**config.mk**
```make
export PLATFORM = sky130hd
export DESIGN_NAME = bcd_time_counter
export DESIGN_NICKNAME = d
export VERILOG_FILES = /design/src/rtl/bcd_time_counter.sv
export SDC_FILE = /design/constraint.sdc
export NUM_CORES = 1
export LEC_CHECK = 0
export BUFFER_PORTS_ARGS = -buffer_cell sky130_fd_sc_hd__buf_2
export CAP_MARGIN = 20
export CORE_ASPECT_RATIO = 1.5
export CORE_MARGIN = 4
export CORE_UTILIZATION = 60
export DETAILED_ROUTE_END_ITERATION = 6
export PLACE_DENSITY = 0.8
export SYNTH_ARGS = -nofsm -noshare
export SYNTH_HDL_FRONTEND = slang
export SYNTH_SLANG_ARGS = --single-unit
```
**constraint.sdc**
```tcl
create_clock -name CLOCK_50 -period 5.45 [get_ports CLOCK_50]
set_input_delay 0.8175 -clock CLOCK_50 [delete_from_list [all_inputs] [get_ports CLOCK_50]]
set_output_delay 0.8175 -clock CLOCK_50 [all_outputs]
set_load 0.01 [all_outputs]
```
**src/rtl/bcd_time_counter.sv**
```systemverilog
// bcd_time_counter: time-of-day engine producing packed BCD HH:MM:SS:CC for the display stage.
// Divides CLOCK_50 to a hundredths tick, loads fields from switches, and owns the alarm register and ring timing.
// Build option: define TWELVE_HOUR_EN for 12-hour counting (12,01..11) with a PM flag; otherwise 24-hour, pm tied 0.
// RESET_N asserts asynchronously; its release is expected to be synchronised upstream.
module bcd_time_counter #(
    parameter int unsigned CLK_HZ     = 50_000_000,
    parameter int unsigned TICK_HZ    = 100,
    parameter int unsigned ALARM_SECS = 10
) (
    input  logic        CLOCK_50,
    input  logic        RESET_N,
    input  logic [7:0]  time_in,
    input  logic        set_hour,
    input  logic        set_minute,
    input  logic        set_second,
    input  logic        set_mil,
    input  logic        set_time,
    input  logic        set_alarm,
    input  logic        alarm_en,
    input  logic        alarm_ack,
    output logic [31:0] time_out,
    output logic [31:0] alarm_out,
    output logic        tick,
    output logic        alarm_sound,
    output logic        load_err,
    output logic        pm
);

    localparam int unsigned DIV    = CLK_HZ / TICK_HZ;
    localparam int unsigned PRE_W  = (DIV > 1) ? $clog2(DIV) : 1;
    localparam int unsigned RING_W = 8;

    localparam logic [PRE_W-1:0]  PRE_TC    = PRE_W'(DIV - 1);
    localparam logic [RING_W-1:0] RING_LOAD = RING_W'(ALARM_SECS);

    localparam logic [0:0] RING_IDLE = 1'b0;
    localparam logic [0:0] RING_ON   = 1'b1;

`ifdef TWELVE_HOUR_EN
    localparam logic [7:0] HR_MAX = 8'h12;
    localparam logic [7:0] HR_RST = 8'h12;
`else
    localparam logic [7:0] HR_MAX = 8'h23;
    localparam logic [7:0] HR_RST = 8'h00;
`endif

    // BCD increment of a two-digit field (caller handles field wrap).
    function automatic logic [7:0] bcd_inc(input logic [7:0] v);
        if (v[3:0] == 4'd9) bcd_inc = {v[7:4] + 4'd1, 4'd0};
        else                bcd_inc = {v[7:4], v[3:0] + 4'd1};
    endfunction

    // Both nibbles decimal and value not above the field maximum.
    function automatic logic bcd_le(input logic [7:0] v, input logic [7:0] hi);
        bcd_le = (v[7:4] <= 4'd9) && (v[3:0] <= 4'd9) && (v <= hi);
    endfunction

    logic [2:0]        st_sync, al_sync;
    logic [PRE_W-1:0]  presc;
    logic [0:0]        ring_state, ring_nxt;
    logic [RING_W-1:0] ring_cnt, cnt_nxt;

    logic        st_edge_c, al_edge_c, fsel_any_c, val_ok_c;
    logic [1:0]  fsel_c;
    logic [7:0]  fmax_c;
    logic        time_load_c, alarm_load_c, err_c, tick_c, ss_inc_c, match_c, pm_match_c;
    logic        cc_wrap_c, ss_wrap_c, mm_wrap_c, hr_carry_c, pm_flip_c;
    logic [7:0]  nxt_cc_c, nxt_ss_c, nxt_mm_c, nxt_hh_c;
    logic [31:0] time_inc_c, time_nxt_c, alarm_nxt_c;

    assign st_edge_c  = st_sync[1] & ~st_sync[2];
    assign al_edge_c  = al_sync[1] & ~al_sync[2];
    assign fsel_any_c = set_hour | set_minute | set_second | set_mil;

    // Field select priority and load validity (hour > minute > second > hundredths).
    always_comb begin
        fsel_c = 2'd0;
        fmax_c = 8'h99;
        if (set_hour) begin
            fsel_c = 2'd3;
            fmax_c = HR_MAX;
        end else if (set_minute) begin
            fsel_c = 2'd2;
            fmax_c = 8'h59;
        end else if (set_second) begin
            fsel_c = 2'd1;
            fmax_c = 8'h59;
        end
`ifdef TWELVE_HOUR_EN
        val_ok_c = bcd_le(time_in, fmax_c) && !((fsel_c == 2'd3) && (time_in == 8'h00));
`else
        val_ok_c = bcd_le(time_in, fmax_c);
`endif
    end

    // A set_time edge always claims the cycle; a coincident set_alarm edge is dropped.
    assign time_load_c  = st_edge_c & fsel_any_c & val_ok_c;
    assign alarm_load_c = al_edge_c & ~st_edge_c & fsel_any_c & val_ok_c;
    assign err_c        = (st_edge_c | al_edge_c) & fsel_any_c & ~val_ok_c;
    assign tick_c       = (presc == PRE_TC) & ~time_load_c;

    // BCD cascade CC -> SS -> MM -> HH with wrap at each field maximum.
    always_comb begin
        cc_wrap_c  = (time_out[7:0] == 8'h99);
        ss_wrap_c  = (time_out[15:8] == 8'h59);
        mm_wrap_c  = (time_out[23:16] == 8'h59);
        hr_carry_c = cc_wrap_c & ss_wrap_c & mm_wrap_c;
        nxt_cc_c   = cc_wrap_c ? 8'h00 : bcd_inc(time_out[7:0]);
        nxt_ss_c   = time_out[15:8];
        nxt_mm_c   = time_out[23:16];
        nxt_hh_c   = time_out[31:24];
        pm_flip_c  = 1'b0;
        if (cc_wrap_c) nxt_ss_c = ss_wrap_c ? 8'h00 : bcd_inc(time_out[15:8]);
        if (cc_wrap_c && ss_wrap_c) nxt_mm_c = mm_wrap_c ? 8'h00 : bcd_inc(time_out[23:16]);
        if (hr_carry_c) begin
`ifdef TWELVE_HOUR_EN
            nxt_hh_c  = (time_out[31:24] == 8'h12) ? 8'h01 : bcd_inc(time_out[31:24]);
            pm_flip_c = (time_out[31:24] == 8'h11);
`else
            nxt_hh_c  = (time_out[31:24] == 8'h23) ? 8'h00 : bcd_inc(time_out[31:24]);
`endif
        end
        time_inc_c = {nxt_hh_c, nxt_mm_c, nxt_ss_c, nxt_cc_c};
    end

    // Next time/alarm register values: a valid load wins over the tick.
    always_comb begin
        time_nxt_c  = time_out;
        alarm_nxt_c = alarm_out;
        if (time_load_c) begin
            case (fsel_c)
                2'd3:    time_nxt_c[31:24] = time_in;
                2'd2:    time_nxt_c[23:16] = time_in;
                2'd1:    time_nxt_c[15:8]  = time_in;
                default: time_nxt_c[7:0]   = time_in;
            endcase
        end else if (tick_c) begin
            time_nxt_c = time_inc_c;
        end
        if (alarm_load_c) begin
            case (fsel_c)
                2'd3:    alarm_nxt_c[31:24] = time_in;
                2'd2:    alarm_nxt_c[23:16] = time_in;
                2'd1:    alarm_nxt_c[15:8]  = time_in;
                default: alarm_nxt_c[7:0]   = time_in;
            endcase
        end
    end

    assign ss_inc_c = tick_c & cc_wrap_c;
    assign match_c  = tick_c & alarm_en & ~alarm_ack & pm_match_c & (nxt_cc_c == 8'h00)
                    & ({nxt_hh_c, nxt_mm_c, nxt_ss_c} == alarm_out[31:8]);

`ifdef TWELVE_HOUR_EN
    logic alarm_pm;
    assign pm_match_c = (alarm_pm == (pm ^ pm_flip_c));

    // PM flag follows the 11 -> 12 hour rollover; alarm PM latched at alarm load.
    always_ff @(posedge CLOCK_50 or negedge RESET_N) begin
        if (!RESET_N) begin
            pm       <= 1'b0;
            alarm_pm <= 1'b0;
        end else begin
            if (tick_c && pm_flip_c) pm <= ~pm;
            if (alarm_load_c) alarm_pm <= pm;
        end
    end
`else
    assign pm_match_c = 1'b1;
    assign pm         = 1'b0;
`endif

    // Ring FSM state register.
    always_ff @(posedge CLOCK_50 or negedge RESET_N) begin
        if (!RESET_N) ring_state <= RING_IDLE;
        else          ring_state <= ring_nxt;
    end

    // Ring next state: match (re)arms the seconds counter; ack, disable or expiry silences.
    always_comb begin
        ring_nxt = ring_state;
        cnt_nxt  = ring_cnt;
        case (ring_state)
            RING_IDLE: begin
                if (match_c) begin
                    ring_nxt = RING_ON;
                    cnt_nxt  = RING_LOAD;
                end
            end
            default: begin
                if (match_c) begin
                    cnt_nxt = RING_LOAD;
                end else if (alarm_ack || !alarm_en || (ring_cnt == '0)) begin
                    ring_nxt = RING_IDLE;
                    cnt_nxt  = '0;
                end else if (ss_inc_c) begin
                    cnt_nxt = ring_cnt - RING_W'(1);
                end
            end
        endcase
    end

    assign alarm_sound = (ring_state == RING_ON);

    // Strobe synchronisers, prescaler, time/alarm registers and pulse outputs.
    always_ff @(posedge CLOCK_50 or negedge RESET_N) begin
        if (!RESET_N) begin
            st_sync   <= '0;
            al_sync   <= '0;
            presc     <= '0;
            time_out  <= {HR_RST, 24'h0};
            alarm_out <= '0;
            tick      <= 1'b0;
            load_err  <= 1'b0;
            ring_cnt  <= '0;
        end else begin
            st_sync   <= {st_sync[1:0], set_time};
            al_sync   <= {al_sync[1:0], set_alarm};
            presc     <= (time_load_c || (presc == PRE_TC)) ? '0 : presc + PRE_W'(1);
            time_out  <= time_nxt_c;
            alarm_out <= alarm_nxt_c;
            tick      <= tick_c;
            load_err  <= err_c;
            ring_cnt  <= cnt_nxt;
        end
    end

endmodule
```
==> results, run 1 <==
- Counting every sink on the clock net gives 100.
- The number of max-cap violations is 0.
- The synthesized netlist cell count is 674.
- The share of cells above drive strength 1 is 0.214.
- The later pin in the worst-skew pair is clocked with a latency of 350 ps.
- For the pin with the worst max-slew slack, the measured transition is 1010 ps.
- The standard-cell row count is 45.
- For this design, the CTS-stage hold fixing added 0 buffers.
- The routed layout has 5697 vias.
- The static leakage is 0.00337 uW.
- The initial utilization of the core area, before any placement, comes to 0.620.
- For the worst setup path, the data required time is 5690 ps.
- For this run, the register share of the synthesized area comes to 0.396.
- The endpoint of the worst hold-timing path is al_sync[1]$_DFF_PN0_.
- The worst register-to-register path has a setup slack of 1650 ps.
- The clock tree buffer depth is 2.
- The number of synthesized flops with an enable pin is 0.
- The largest voltage drop on the vdd net is 0.226 mV.
- For this run the aggregate overflow at the end of global routing stands at 0.
- Including well taps, the total number of placed cells is 878.
- The final-report max-slew violation count is 0.
- The initial antenna violation count is 0.
- In this run the critical register-to-register path is captured at ring_cnt[1]$_DFFE_PN0P_.
- Yosys mapped the design onto 71 distinct sky130hd cell types.
- The detailed-route wire length per cell is 20.3 um.
- At the worst endpoint, the arrival time is 4060 ps.
- The total track usage is 0.302.
- The startpoint-to-endpoint class of the critical path is in -> reg.
- The final layout contains routed wiring with a total length of 18200 um.
- After the flow finishes, the layout carries non-filler instances totaling 894.
- The area occupied by registers is 2500 um2.
- The shortest clock period the worst path allows after layout is 3810 ps.
- The filler cells instantiated in the layout total 804.
- Broken down by cell family, the worst path's largest delay share belongs to simple AND/OR/NAND/NOR gates.
- STA classifies the critical path endpoint as a flip-flop.
- The fraction of registers with async set or reset after synthesis is 1.00.
- In this run the worst path has a maximum fanout of 8.
- The root buffer selected by CTS is sky130_fd_sc_hd__clkbuf_16.
- The post-synthesis sequential element count is 100.
- The max-slew headroom at the worst pin is 0.318.
- The most numerous cell type found on the critical path is sky130_fd_sc_hd__nor2b_1.
- The portion of synthesized area spent on multiplexers is 0.0722.
- The via density per instance is 6.37.
- The largest single stage delay on the critical path is 590 ps.
- Dividing total power by cell area gives a power density of 287 nW/um2.
- The flow ran to the end, and the final reports show no timing, DRC or antenna violations.
- After synthesis the cells add up to 6320 um2.
- In this run the horizontal extent of the chip is 91.8 um.
- Yosys attributes the largest share of cell area to sky130_fd_sc_hd__dfrtp_1 40%, sky130_fd_sc_hd__mux2_2 6.6%, sky130_fd_sc_hd__ha_1 4.9%.
- The layout-stage area growth over the synthesis result is 12.6%.
- Synthesis produced a netlist with a net count of 717.
- Of the post-synthesis cell area, the dominant cell type holds 0.396.
- The number of buffers created by CTS is 9.
- The number of instances resized during post-cts repair is 0.
- In this run the remaining antenna-violating nets after routing total 0.
- After synthesis, the largest family of logic cells by area is simple AND/OR/NAND/NOR gates.
- Once detailed placement completed, the half-perimeter wirelength came to 13700 um.
- Entering global routing, the biggest net connects 52 pins.
- TritonCTS built the clock tree.
- The antenna cell count is 0.
- Summing all multi-input logic gate instances after layout gives 3620 um2.
- Port buffering added 84 buffers.
- After clock tree synthesis, the clock-pin slew on the worst setup and hold paths is 80 ps.
- The sum of negative setup slack is 0 ps.
- The average instance in the mapped netlist occupies 9.38 um2.
- Timing would allow up to 0.262 GHz.
- Of the total synthesized cell area, the portion taken by AND, OR, NAND and NOR gates is 0.235.
- The worst hold path begins at al_sync[0]$_DFF_PN0_.
- The first detailed-routing pass ran for 4 iterations.
- By count the netlist is led by 100 x sky130_fd_sc_hd__dfrtp_1, 61 x sky130_fd_sc_hd__o21ai_0, 57 x sky130_fd_sc_hd__nor2_1.
- Counting both buffers and inverters, the worst setup path holds a total of 1.
- In the finished design, the share of the clock period the worst path needs comes to 0.700.
- The post-CTS setup repair buffer count is 0.
- The count of final hold-check violations is 0.
- Among all stages on the critical path, the largest delay is contributed by sky130_fd_sc_hd__nor2b_1.
- sky130_fd_sc_hd__dfrtp_1 is the most common cell in the netlist.
- The via count of the first global-routing pass was 5642.
- The biggest area contributor in the post-synthesis netlist is sky130_fd_sc_hd__dfrtp_1.
- In this run the number of H-tree levels came out at 3.
- The die outline height is 134 um.
- The die covers 12300 um2.
- The total core area is 10200 um2.
- The Yosys step of the flow raised 0 warnings.
- Routability-driven placement finished with a final weighted congestion of 0.987.
- The share of the synthesized netlist area taken by xor and xnor gates is 0.0513.
- The worst-case reg-to-reg path depth is 10.
- Of the total synthesized cell area, the portion taken by full adders, half adders and majority gates is 0.0495.
- Along the worst hold path, the cell count comes to 0.
- The total number of nets in the final design is 791.
- The first-iteration detailed-routing DRC count is 458.
- In the synthesized netlist the dominant register cell turns out to be sky130_fd_sc_hd__dfrtp_1.
- Setup repair after global routing left no endpoint under its margin.
- The critical path goes through buf_2 > or3_1 > ha_1 > a21oi_1 > o21ai_0 > o22ai_1 > nor2b_1 > nor4bb_1 > nor2b_1 > mux2_2.
- The share of the synthesized area in compound gates (AO/OA/AOI/OAI) is 0.163.
- In the routed design, unresolved DRC markers number 0.
- The worst setup path is launched from an input pin.
- The worst min-delay path class is reg -> reg.
- The worst clock skew is 11.3 ps.
- In this run the critical register-to-register path is launched from time_out[1]$_DFFE_PN0P_.
- The total I/O pin count is 86.
- The global-route wire length before repair is 29300 um.
- The final count of negative-setup-slack endpoints is 0.
## sequential cells by signal, summed over array words and instances, names as in the netlist
signal and count:
ring_cnt 8, alarm_out 32, al_sync 3, load_err 1
st_sync 3, tick 1, alarm_sound 1, time_out 32
presc 19
## worst register-to-register path, stage by stage (launching register included)
cell and delay [ps]:
sky130_fd_sc_hd__dfrtp_1 440, sky130_fd_sc_hd__inv_1 100, sky130_fd_sc_hd__ha_1 250, sky130_fd_sc_hd__and3b_1 520, sky130_fd_sc_hd__nand4_2 450, sky130_fd_sc_hd__nor4_4 480, sky130_fd_sc_hd__xnor2_1 180, sky130_fd_sc_hd__nor4_1 410
sky130_fd_sc_hd__nand4_1 210, sky130_fd_sc_hd__nor4_4 520, sky130_fd_sc_hd__nand2b_1 190
## cells by family after synthesis
logic type / Yosys count
buffers and inverters: 47
AO/OA/AOI/OAI: 163
adder cells (fa/ha/maj): 25
other: 1
multiplexers: 41
XOR/XNOR: 37
AND/OR/NAND/NOR: 260
flip-flops: 100
## through the flow
step | util | hold slack [ps] | power, uW | instance area, um2 | setup WS, ps
after floorplan | - | 331 | 1230 | 6320 | 1970
after global placement | 0.670 | 336 | 1410 | 6830 | 1440
after detailed placement | 0.670 | 354 | 1430 | 6830 | 1340
after CTS | 0.699 | 365 | 2040 | 7120 | 1660
after global routing | 0.699 | 364 | 2150 | 7120 | 1300
final | 0.699 | 359 | 2040 | 7120 | 1640
## layout by cell type, fill, tap and decap left out, types with 5 or more instances in the layout
| cell type | instances |
|---|---|
| sky130_fd_sc_hd__nand4_1 | 14 |
| sky130_fd_sc_hd__ha_1 | 25 |
| sky130_fd_sc_hd__nor4_1 | 16 |
| sky130_fd_sc_hd__nor2b_1 | 7 |
| sky130_fd_sc_hd__nand2b_1 | 7 |
| sky130_fd_sc_hd__o21ai_0 | 61 |
| sky130_fd_sc_hd__and3_1 | 12 |
| sky130_fd_sc_hd__nor2_1 | 57 |
| sky130_fd_sc_hd__nand3_1 | 27 |
| sky130_fd_sc_hd__a21boi_0 | 8 |
| sky130_fd_sc_hd__mux2_2 | 37 |
| sky130_fd_sc_hd__xnor2_1 | 20 |
| sky130_fd_sc_hd__nand2_1 | 55 |
| sky130_fd_sc_hd__inv_1 | 23 |
| sky130_fd_sc_hd__and2_1 | 5 |
| sky130_fd_sc_hd__nor3_1 | 10 |
| sky130_fd_sc_hd__a22o_1 | 9 |
| sky130_fd_sc_hd__a21o_1 | 8 |
| sky130_fd_sc_hd__or3_1 | 9 |
| sky130_fd_sc_hd__a31oi_1 | 9 |
| sky130_fd_sc_hd__clkbuf_16 | 9 |
| sky130_fd_sc_hd__and3b_1 | 8 |
| sky130_fd_sc_hd__dfrtp_1 | 100 |
| sky130_fd_sc_hd__buf_2 | 83 |
| sky130_fd_sc_hd__xor2_1 | 17 |
| sky130_fd_sc_hd__a21oi_1 | 28 |
| sky130_fd_sc_hd__o31ai_1 | 7 |
## report_power, final
part | switching [uW] | total (uW) | internal [uW]
combinational | 250 | 460 | 210
sequential | 128 | 958 | 830
clock | 304 | 624 | 319
## final cells by class
type	instances	area share
Multi-Input combinational cell	527	0.508
Timing Repair Buffer	87	0.0626
Clock inverter	7	0.00949
Clock buffer	9	0.0316
Tap cell	141	0.0248
Inverter	23	0.0121
Sequential cell	100	0.351
## per-layer routing
layer / wire length (um) / track usage / part of all wire
met5: 0 / 0 / 0
met4: 1100 / 0.167 / 0.060
met3: 1060 / 0.0537 / 0.058
met2: 9250 / 0.527 / 0.51
met1: 6790 / 0.346 / 0.37
## how the worst max path moves through the flow
stage / depth (start not counted) / from / slack, ps / to
global placement: 10 / set_hour / 1440 / alarm_out[6]$_DFFE_PN0P_
detailed placement: 10 / set_hour / 1340 / alarm_out[6]$_DFFE_PN0P_
CTS: 10 / set_hour / 1660 / alarm_out[6]$_DFFE_PN0P_
floorplan: 10 / set_hour / 1970 / alarm_out[0]$_DFFE_PN0P_
global route: 10 / time_out[1]$_DFFE_PN0P_ / 1300 / ring_cnt[6]$_DFFE_PN0P_
finish: 10 / set_hour / 1640 / alarm_out[6]$_DFFE_PN0P_
(Power assumes the default switching activity.)
==> inputs of run 2 (changes only) <==
ABC_AREA = 1   (was not set)
CORE_UTILIZATION = 53   (was 60)
PLACE_DENSITY = 0.74   (was 0.8)
clock period = 3.4 ns   (was 5.45 ns; I/O delays follow)
==> run 2 against run 1 <==
Utilization fell by 8.3 points. Combinational power rose to 3.2 times the previous value. Worst hold slack got worse by 180 ps. Critical path type is now reg -> reg. Highest routed layer unchanged.
==> results, run 2 <==
- The flow ran to the end, and the final reports show no timing, DRC or antenna violations.
- The first routing iteration left 464 violations.
- The pin count of the biggest net entering global routing is 50.
- The initial antenna violation count is 0.
- After detailed routing, the total wire length is 19000 um.
- STA classifies the critical path endpoint as a flip-flop.
- In the global route stage, met2 resource usage came out at 0.479.
- The count of final hold-check violations is 0.
- The clock network latency to the later pin of the worst-skew pair is 350 ps.
- The root buffer selected by CTS is sky130_fd_sc_hd__clkbuf_16.
- In this run the post-CTS setup repair buffer count came out at 0.
- The count of synthesis-stage warnings from yosys is 0.
- The half-perimeter wire length after detailed placement is 14900 um.
- The synthesized design contains 100 register bits.
- The via count of the first global-routing pass is 6098.
- The largest voltage drop on the vdd net is 0.245 mV.
- The worst clock skew is 5.00 ps.
- The synthesized netlist occupies a cell area of 6590 um2.
- The largest registers in the layout are alarm_out x32, time_out x32, presc x19.
- The count of H-tree levels built during CTS is 3.
- The final-report max-slew violation count came to 0.
- The clock tree buffer depth is 2.
- Of the available clock period, the critical path in the final layout requires 0.869.
- Counting instances in the post-synthesis netlist gives the leading cell types as 291 x sky130_fd_sc_hd__nand2_1, 114 x sky130_fd_sc_hd__inv_1, 100 x sky130_fd_sc_hd__dfrtp_1.
- The fraction of registers with async set or reset after synthesis is 1.00.
- The initial utilization of the core area, before any placement, comes to 0.546.
- The total via count in the routed design is 6494.
- The transition time of the tightest slew-check pin is 665 ps.
- The worst min-delay path class is in -> async.
- The detailed-route wire length per cell is 16.1 um.
- The library cell used most frequently in the layout, excluding fill and tap cells, is sky130_fd_sc_hd__nand2_1.
- The number of synthesized flops with an enable pin is 0.
- In the routed layout, each cell is associated on average with a via count of 5.48.
- The share of total power dissipated in the clock network is 0.241.
- Across every metal layer, demand over resource in global routing totals 0.272.
- Summed over all instances, the cell type with the most area after synthesis is sky130_fd_sc_hd__dfrtp_1.
- The antenna cell count is 0.
- The share of total power in combinational logic is 0.355.
- Derived from the worst setup path, the maximum achievable clock frequency is 0.339 GHz.
- Summed over all layers, the global routing overflow is 0.
- After floorplanning, the core was sized to cover 12100 um2.
- The number of buffer cells added on primary ports is 84.
- The share of cells above drive strength 1 is 0.138.
- The post-route cell area is 7440 um2.
- The layer flagged by global routing as most heavily used is met2.
- Setup repair after global routing left no endpoint under its margin.
- The routability congestion estimate is 0.988.
- The die is 145 um tall.
- Pin placement for this block handled 86 I/O pins.
- Yosys attributes the largest share of cell area to sky130_fd_sc_hd__dfrtp_1 38%, sky130_fd_sc_hd__nand2_1 17%, sky130_fd_sc_hd__nand3_1 6.7%.
- The synthesized area per cell is 7.00 um2.
- The sum of negative setup slack is 0 ps.
- The number of gates resized after CTS was 0.
- In the routed design, unresolved DRC markers number 0.
- After clock tree synthesis, the clock-pin slew on the worst setup and hold paths is 70 ps.
- In the layout the commonest cells are 291 x sky130_fd_sc_hd__nand2_1, 114 x sky130_fd_sc_hd__inv_1, 100 x sky130_fd_sc_hd__dfrtp_1.
- The analysis attributes to net switching a power of 1680 uW.
- The sequential power share is 0.403.
- The clock net in this run drives a total of 100 sinks.
- For met1 alone, demand over resource in global routing was 0.335.
- Of the post-synthesis cell area, the dominant cell type holds 0.380.
- The maximum fanout along the worst path is 17.
- Counting every instance in the synthesized netlist gives 942.
- The most instantiated library cell after synthesis is sky130_fd_sc_hd__nand2_1.
- The arrival time at the worst endpoint is 3190 ps.
- The power per standard cell area is 560 nW/um2.
- The worst path needs 2950 ps of the cycle, external delays included.
- After synthesis, the netlist uses 37 different library cells.
- TritonCTS built the clock tree.
- The global routing usage on met3 is 0.0352.
- The worst setup path is launched from a flip-flop.
- The number of buffers created by CTS is 9.
- The switching portion of total power is 0.403.
- Relative to the synthesized area, the layout overhead comes to 12.8%.
- The static leakage is 0.00385 uW.
- Of the synthesized area, sequential elements account for 0.380.
- The post-synthesis net count is 985.
- After layout, the design draws a total of 4160 uW.
- The residual antenna-violating net count after detailed routing is 0.
- The pre-CTS setup slack is 328 ps.
- The net count of the finished layout is 1069.
- Max-cap violations in this run came to 0.
- The die is 99.0 um wide.
- The first-pass detailed-route iteration total is 5.
- The worst endpoint required time is 3640 ps.
- The max-slew headroom at the worst pin is 0.557.
- The die covers 14300 um2.
- The hold buffer count at cts is 0.
- Internal power comes to 2490 uW.
- The post-detailed-placement cell area is 7140 um2.
- The final count of negative-setup-slack endpoints is 0.
- In this run the core area contains 49 standard-cell rows.
- The top flip-flop cell by instance count after synthesis is sky130_fd_sc_hd__dfrtp_1.
- The setup slack after layout is 446 ps.
- The critical path is of the reg -> reg type.
- The global-route wire length before repair is 31100 um.
==> run 2: cell types whose count changed after synthesis, moves of 11 or more <==
cell	previous run	this run
sky130_fd_sc_hd__nand2_1	55	291
sky130_fd_sc_hd__inv_1	23	114
sky130_fd_sc_hd__nand3_1	27	88
sky130_fd_sc_hd__mux2_2	37	0
sky130_fd_sc_hd__nor2_1	57	85
sky130_fd_sc_hd__o21ai_0	61	84
sky130_fd_sc_hd__a21oi_1	28	13
sky130_fd_sc_hd__xnor2_1	20	6
sky130_fd_sc_hd__nor4_1	16	3
sky130_fd_sc_hd__and3_1	12	1
==> run 2: worst paths after layout <==
kind                                          from                   endpoint  slack, ps  cells past startpoint
setup / recovery           time_out[0]$_DFFE_PN0P_    ring_cnt[5]$_DFFE_PN0P_        450                     12
hold / removal                             RESET_N  alarm_out[12]$_DFFE_PN0P_        180                      1
setup reg to reg           time_out[0]$_DFFE_PN0P_    ring_cnt[5]$_DFFE_PN0P_        450                     12
hold reg to reg               st_sync[0]$_DFF_PN0_       st_sync[1]$_DFF_PN0_        360                      0
max in group asynchronous                  RESET_N   time_out[28]$_DFFE_PN0P_       2460                      2
min in group CLOCK_50                     set_time       st_sync[0]$_DFF_PN0_        260                      1
==> run 2: power by group through the flow <==
stage                     Combinational [uW]  Sequential [uW]  Clock, uW
after floorplan                          962             1710          0
after global placement                  1460             1700          0
after detailed placement                1480             1700          0
after CTS                               1490             1670       1020
after global routing                    1700             1710       1080
final                                   1480             1680       1010
==> run 2: cells by family after synthesis <==
| kind of cell | synth area share |
|---|---|
| flops | 0.380 |
| buf+inv | 0.0877 |
| xor+xnor | 0.0292 |
| simple gates | 0.358 |
| fa+ha+maj | 0.0475 |
| compound gates | 0.0974 |
| other cells | 0.000569 |
==> run 2: per-stage QoR <==
stage	std cells	hold slack, ps	utilization
CTS	1183	198	0.615
finish	1184	175	0.616
detailed placement	1167	340	0.592
floorplan	942	214	-
global placement	1167	337	0.592
global route	1184	229	0.616
==> run 2: worst max-delay path, stage by stage, from the launching register on <==
cell,delay [ps]
sky130_fd_sc_hd__dfrtp_1,480
sky130_fd_sc_hd__ha_1,260
sky130_fd_sc_hd__nand3_4,180
sky130_fd_sc_hd__nor2_8,320
sky130_fd_sc_hd__nand2_4,200
sky130_fd_sc_hd__nor2_4,280
sky130_fd_sc_hd__nand2_1,130
sky130_fd_sc_hd__nand3_1,120
sky130_fd_sc_hd__nand2_1,70
sky130_fd_sc_hd__nor3_1,340
sky130_fd_sc_hd__nand3_2,240
sky130_fd_sc_hd__nand3_1,120
sky130_fd_sc_hd__nand2_1,60
==> run 2: area by class of cell <==
type                    count  area (um2)
clock buffers               9         225
repair buffers             95         505
well taps                 153         191
inverters                 118         443
fillers                  1186        4640
multi-input cells         702        3510
flip-flops and latches    100        2500
clock inverters             7        58.8
==> run 2: routing by layer <==
layer,vias to the layer above,routed length [um],share of wire
met5,-,0,0
met4,0,679,0.036
met3,49,900,0.047
met2,202,9680,0.51
met1,3045,7780,0.41
li1,3198,-,-
